## src/rtl/simon_out_collector.sv

```systemverilog
// simon_out_collector
//
// Bit-serial to byte-wide output stage for the SIMON 64/128 core.
// It collects one ciphertext block LSB-first, then drains it as bytes
// over a valid/ready handshake.
//
// Ports:
//   clk         rising-edge clock
//   reset       synchronous, active-high; clears all state
//   bit_in      serial ciphertext bit (core cipher_out)
//   bit_valid   qualifies bit_in (core valid)
//   byte_out    current output byte; 0 while collecting
//   byte_valid  byte_out holds a valid byte (high during DRAIN)
//   byte_ready  consumer accepts the byte when byte_valid is also high
//   busy        high during DRAIN
//   overrun     sticky; a bit arrived while a block was still draining
module simon_out_collector #(
    parameter int unsigned BLOCK_BITS = 64,
    parameter int unsigned BYTE_W     = 8
) (
    input  logic              clk,
    input  logic              reset,
    input  logic              bit_in,
    input  logic              bit_valid,
    output logic [BYTE_W-1:0] byte_out,
    output logic              byte_valid,
    input  logic              byte_ready,
    output logic              busy,
    output logic              overrun
);

    localparam int unsigned NBYTES = BLOCK_BITS / BYTE_W;
    localparam int unsigned BCNT_W = (BLOCK_BITS > 1) ? $clog2(BLOCK_BITS) : 1;
    localparam int unsigned BIDX_W = (NBYTES > 1) ? $clog2(NBYTES) : 1;

    localparam logic [BCNT_W-1:0] LAST_BIT  = BCNT_W'(BLOCK_BITS - 1);
    localparam logic [BIDX_W-1:0] LAST_BYTE = BIDX_W'(NBYTES - 1);

    typedef enum logic {
        COLLECT,
        DRAIN
    } state_t;

    state_t                state;
    state_t                state_n;
    logic [BLOCK_BITS-1:0] blk;
    logic [BCNT_W-1:0]     bcnt;
    logic [BIDX_W-1:0]     bidx;

    logic last_bit;
    logic last_xfer;

    assign last_bit  = bit_valid && (bcnt == LAST_BIT);
    assign last_xfer = byte_ready && (bidx == LAST_BYTE);

    always_comb begin
        state_n = state;
        case (state)
            COLLECT: if (last_bit)  state_n = DRAIN;
            DRAIN:   if (last_xfer) state_n = COLLECT;
            default: state_n = COLLECT;
        endcase
    end

    always_ff @(posedge clk) begin
        if (reset) begin
            state   <= COLLECT;
            blk     <= '0;
            bcnt    <= '0;
            bidx    <= '0;
            overrun <= 1'b0;
        end else begin
            state <= state_n;
            case (state)
                COLLECT: begin
                    if (bit_valid) begin
                        // Shift in at the MSB so the first bit ends at blk[0].
                        blk <= {bit_in, blk[BLOCK_BITS-1:1]};
                        if (last_bit) begin
                            bcnt <= '0;
                            bidx <= '0;
                        end else begin
                            bcnt <= bcnt + 1'b1;
                        end
                    end
                end
                DRAIN: begin
                    // Bits arriving now are dropped; blk/bcnt stay untouched.
                    if (bit_valid) overrun <= 1'b1;
                    if (byte_ready) begin
                        bidx <= last_xfer ? '0 : bidx + 1'b1;
                    end
                end
                default: ;
            endcase
        end
    end

    assign byte_valid = (state == DRAIN);
    assign busy       = (state == DRAIN);

    always_comb begin
        byte_out = '0;
        if (state == DRAIN) byte_out = blk[int'(bidx) * BYTE_W +: BYTE_W];
    end

endmodule
```

## config.mk

```make
export PLATFORM = sky130hd
export DESIGN_NAME = simon_out_collector
export DESIGN_NICKNAME = d
export VERILOG_FILES = /design/src/rtl/simon_out_collector.sv
export SDC_FILE = /design/constraint.sdc
export NUM_CORES = 1
export LEC_CHECK = 0
export CAP_MARGIN = 20
export CORE_MARGIN = 5
export CORE_UTILIZATION = 40
export CTS_BUF_LIST = sky130_fd_sc_hd__clkbuf_4 sky130_fd_sc_hd__clkbuf_8
export CTS_CLUSTER_SIZE = 14
export DETAILED_ROUTE_END_ITERATION = 6
export RECOVER_POWER = 50
export SYNTH_ARGS = -nofsm -noshare
export SYNTH_HDL_FRONTEND = slang
export SYNTH_SLANG_ARGS = --single-unit
```

## constraint.sdc

```tcl
create_clock -name clk -period 2 [get_ports clk]
set_input_delay 0.6 -clock clk [delete_from_list [all_inputs] [get_ports clk]]
set_output_delay 0.6 -clock clk [all_outputs]
set_load 0.02 [all_outputs]
```

== Yosys cells after proc, flatten, opt, wreduce, memory -nomap -nowiden ==
Cells that the tools add are included.
Widths: inputs -> output; s select.
Word-level totals
  word-level logic and storage cells: 29
  output and inout port bits: 11
  bits in registers: 75
  bits of input ports: 5
Cells by class
  equality and inequality tests: 5
  reduce and logical (&&, ||, !) cells: 5
  shift operators: 1
  bitwise logic cells: 1
  multiplexer cells: 10
  add/sub/neg operators: 2
Operators with widths (count)
  $shiftx 64x7->8: 1
  $mux 3: 4
  $mux 8: 1
  $add 6x1->6 const B: 1
  $eq 6x6->1 const B: 1
  $mux 6: 1
  $ne 2x2->1 const B: 3
  $pmux 3 s2: 1
  $reduce_and 2->1: 2
  $add 3x1->3 const B: 1
  $eq 3x3->1 const B: 1
  $reduce_and 3->1: 1
  $logic_and 1x1->1: 2
  $mux 1: 2
  $pmux 1 s2: 1
  $not 1->1: 1

== Longest topological paths before layout ==
  word-level depth: 5
  mapped depth: 5
  depth with buffers taken out: 5

== Worst setup path after synthesis ==
No wires, ideal clock.
  path type: flip-flop to output port
  from: reg bidx[0]
  to: out byte_out[6]
  stages on the path, launching flop included: 5
  required time: 1400 ps
  buffers on the path: 2
  data arrival time: 1372 ps
  setup slack: 28 ps
  cells stage by stage: dfxtp_1 > buf_6 > buf_12 > mux4_2 > a22o_1
On the way
  longest elaborated chain between the ends: 2
RTL lines
  start: declaration: RTL line 48  | logic [BIDX_W-1:0] bidx;
  start signal: assignment: RTL line 91  | bidx <= last_xfer ? '0 : bidx + 1'b1;
  $shiftx 64x7->8: RTL line 104  | if (state == DRAIN) byte_out = blk[int'(bidx) * BYTE_W +: BYTE_W];
  $mux 8: RTL line 104
  end: declaration: RTL line 25  | output logic [BYTE_W-1:0] byte_out,
No other way between the ends.

== Worst setup path after layout ==
  from: reg bidx[0]
  to: out byte_out[1]
The elaborated chain is that of the path after synthesis.

==> qor.txt <==
drc violations: 0
IO Pins: 16
Remaining Overflow, GRT: 0
number of DRC markers in iteration 0: 177
largest net degree at the start of global routing: 66
drt first pass iters: 4
design area: 4230 um^2
setup slack after layout: -0.381 ns
unrepaired setup endpoints after global routing: yes
FMAX: 420 MHz
dpl cell area: 4020 um^2
GP Congestion: 0.770
PnR Total Power: 2940 uW
Core Region: 7810 um^2
fin crit period: 2.38 ns
nets@finish: 450
Mean Syn Cell Area: 8.84 um^2
TritonCTS Sinks: 75
class of the worst hold path: reg2reg
final setup fails: 8
Hold Path Stages: 2
initial antenna violation count: 0
Clock Root Buffer: clkbuf_8
Reg-to-Reg Start: bidx[0]
Netlist cell types: 36
most frequent cells in the layout: nand2_1 (135), dfxtp_1 (74), a21oi_1 (67), buf_4 (67), mux4_2 (16)
Worst slew margin: 67.6%
Worst EP arrival: 1.78 ns
Required @ worst endpoint: 1.40 ns
Vias: 2,706
Warnings, synthesis: 0
final worst path period share: 119%
IO Port Bufs: 15
Worst Setup End Kind: output pin
Layout area overhead: 30.4%
Reg2Reg Capture Point: bidx[2]
final hold vios: 0
Post-DP HPWL: 5260 um
Hold EP: blk[0]
setup_tns: -2.89 ns
initial core utilization: 41.5%
n_diodes: 0
flops & latches, synth: 75
mapped cell area: 3240 um^2
chip height: 100 um
max cap viols: 0
Worst Hold Launch: blk[0]
clock transition at the registers of the reported paths: 0.08 ns
final slew viol count: 0
TritonCTS buffer count: 9
critical path class: reg2out
vias in the first global route: 2,630
total power divided by cell area: 696 nW/um^2
register area share after synthesis: 46.3%
dpl ws: -0.516 ns
wire per inst: 14.0 um
via/cell ratio: 4.93
net count after synthesis: 375
antenna viol nets, final: 0
Skew-Pair Late Insertion Delay: 0.35 ns
total wire length: 7710 um
CTS Buffer Depth: 2
Clock Skew: 0.0139 ns
commonest non-fill, non-tap cell in the layout: nand2_1
Startpoint Class: flip-flop
Die X: 100 um
Worst Tran Pin Value: 0.485 ns
R2R Setup Slk: 0.44 ns
first-pass GRT wire length: 13,100 um
TritonCTS clock tree: built
row count: 32
static leakage: 0.00157 uW
synthesized instance count: 367
status: complete, but fails checks
failing checks: negative setup slack
H-tree depth: 3
Fill cells: 734
maximum fanout along the worst path: 7
layout cell share with drive strength beyond 1: 27.1%
die footprint: 10,000 um^2
worst vdd ir: 0.378 mV
cells on worst reg2reg path: 6
Global Route Usage Sum: 16.5%
routing by layer:
metal	part of all wire (%)	vias up	track usage, %
met2	47	50	25.5
met3	4.2	6	3.96
met1	48	1245	22.7
met5	0	-	0
met4	1.1	0	5.60
li1	-	1405	-
report_power, final:
part           internal (uW)  switching (uW)
Combinational           34.3            77.1
Clock                    734             590
Sequential              1500            7.53
worst max-delay path: stages, from the launching register on:
cell and delay (ns):
dfxtp_4 0.40, buf_12 0.14, mux4_2 0.49, a22o_1 0.27, buf_6 0.14
cells in the mapped netlist:
| cell | number | area, um^2 |
|---|---|---|
| mux2i_1 | 3 | 30.0 |
| nor2b_1 | 1 | 6.26 |
| a21boi_0 | 1 | 7.51 |
| buf_6 | 1 | 11.3 |
| and2_1 | 1 | 6.26 |
| dfxtp_1 | 75 | 1500 |
| nand3_1 | 1 | 5.00 |
| inv_1 | 1 | 3.75 |
| nor3_1 | 2 | 10.0 |
| nand3b_1 | 2 | 15.0 |
| nand2b_1 | 2 | 12.5 |
| mux4_2 | 8 | 180 |
| nand3b_4 | 1 | 20.0 |
| a211oi_1 | 1 | 7.51 |
| mux4_1 | 8 | 210 |
| o211ai_1 | 1 | 7.51 |
| a22o_1 | 8 | 70.1 |
| or2b_1 | 1 | 7.51 |
| a31oi_1 | 1 | 6.26 |
| xnor2_1 | 1 | 8.76 |
| clkbuf_1 | 11 | 41.3 |
| or3_1 | 2 | 12.5 |
| xor2_1 | 1 | 8.76 |
| nand4b_1 | 1 | 8.76 |
| nand2_1 | 135 | 507 |
| o21ba_2 | 1 | 10.0 |
| nor2_1 | 4 | 15.0 |
| ha_1 | 3 | 37.5 |
| and2b_1 | 1 | 7.51 |
| o21ai_0 | 3 | 15.0 |
| a21oi_1 | 67 | 335 |
| buf_12 | 1 | 20.0 |
| or4_1 | 1 | 7.51 |
| buf_4 | 5 | 37.5 |
| buf_1 | 2 | 7.51 |
| buf_2 | 9 | 45.0 |
worst max path at each step:
stage,startpoint,endpoint,cells after the start
2_1_floorplan,bidx[0],byte_out[6],4
3_3_place_gp,bidx[0],byte_out[0],4
3_5_place_dp,bidx[0],byte_out[4],4
4_1_cts,bidx[0],byte_out[0],5
5_1_grt,bidx[0],byte_out[7],4
6_report,bidx[0],byte_out[1],4
per-stage QoR:
step                cells  hold slack [ns]  util [%]
floorplan             367            0.433         -
global placement      532            0.453      51.5
detailed placement    532            0.451      51.5
CTS                   550            0.471      54.9
global route          549            0.509      54.2
finish                549            0.476      54.2
cell type report:
cell class	instances	area [um^2]	share of cell area, %
multi-input combinational	262	1540	36.3
clock buffer	10	131	3.11
tap	102	128	3.02
clock inverter	6	97.6	2.31
timing repair buffer	93	826	19.5
sequential	75	1510	35.6
inverter	1	3.75	0.0888
kinds of logic after synthesis:
family                   share of synthesized area [%]
multiplexers                                      13.0
AND/OR/NAND/NOR                                   19.8
flip-flops                                        46.3
XOR/XNOR                                         0.540
buffers and inverters                             5.13
AO/OA/AOI/OAI                                     14.2
adder cells (fa/ha/maj)                           1.16
registers in the layout, summed over array words and instances (netlist names):
name,flops
bidx,3
bcnt,6
busy,1
blk,64
overrun,1
repair_timing:
item                                    in CTS  in global routing
endpoints found under the setup margin      10                  8
resized for setup                           56                  6
buffers inserted                             1                  0
gates cloned                                 1                  0
pin swaps                                    7                  6
hold buffers                                 0                  0
Note: power is estimated with default switching activity, not from simulation.
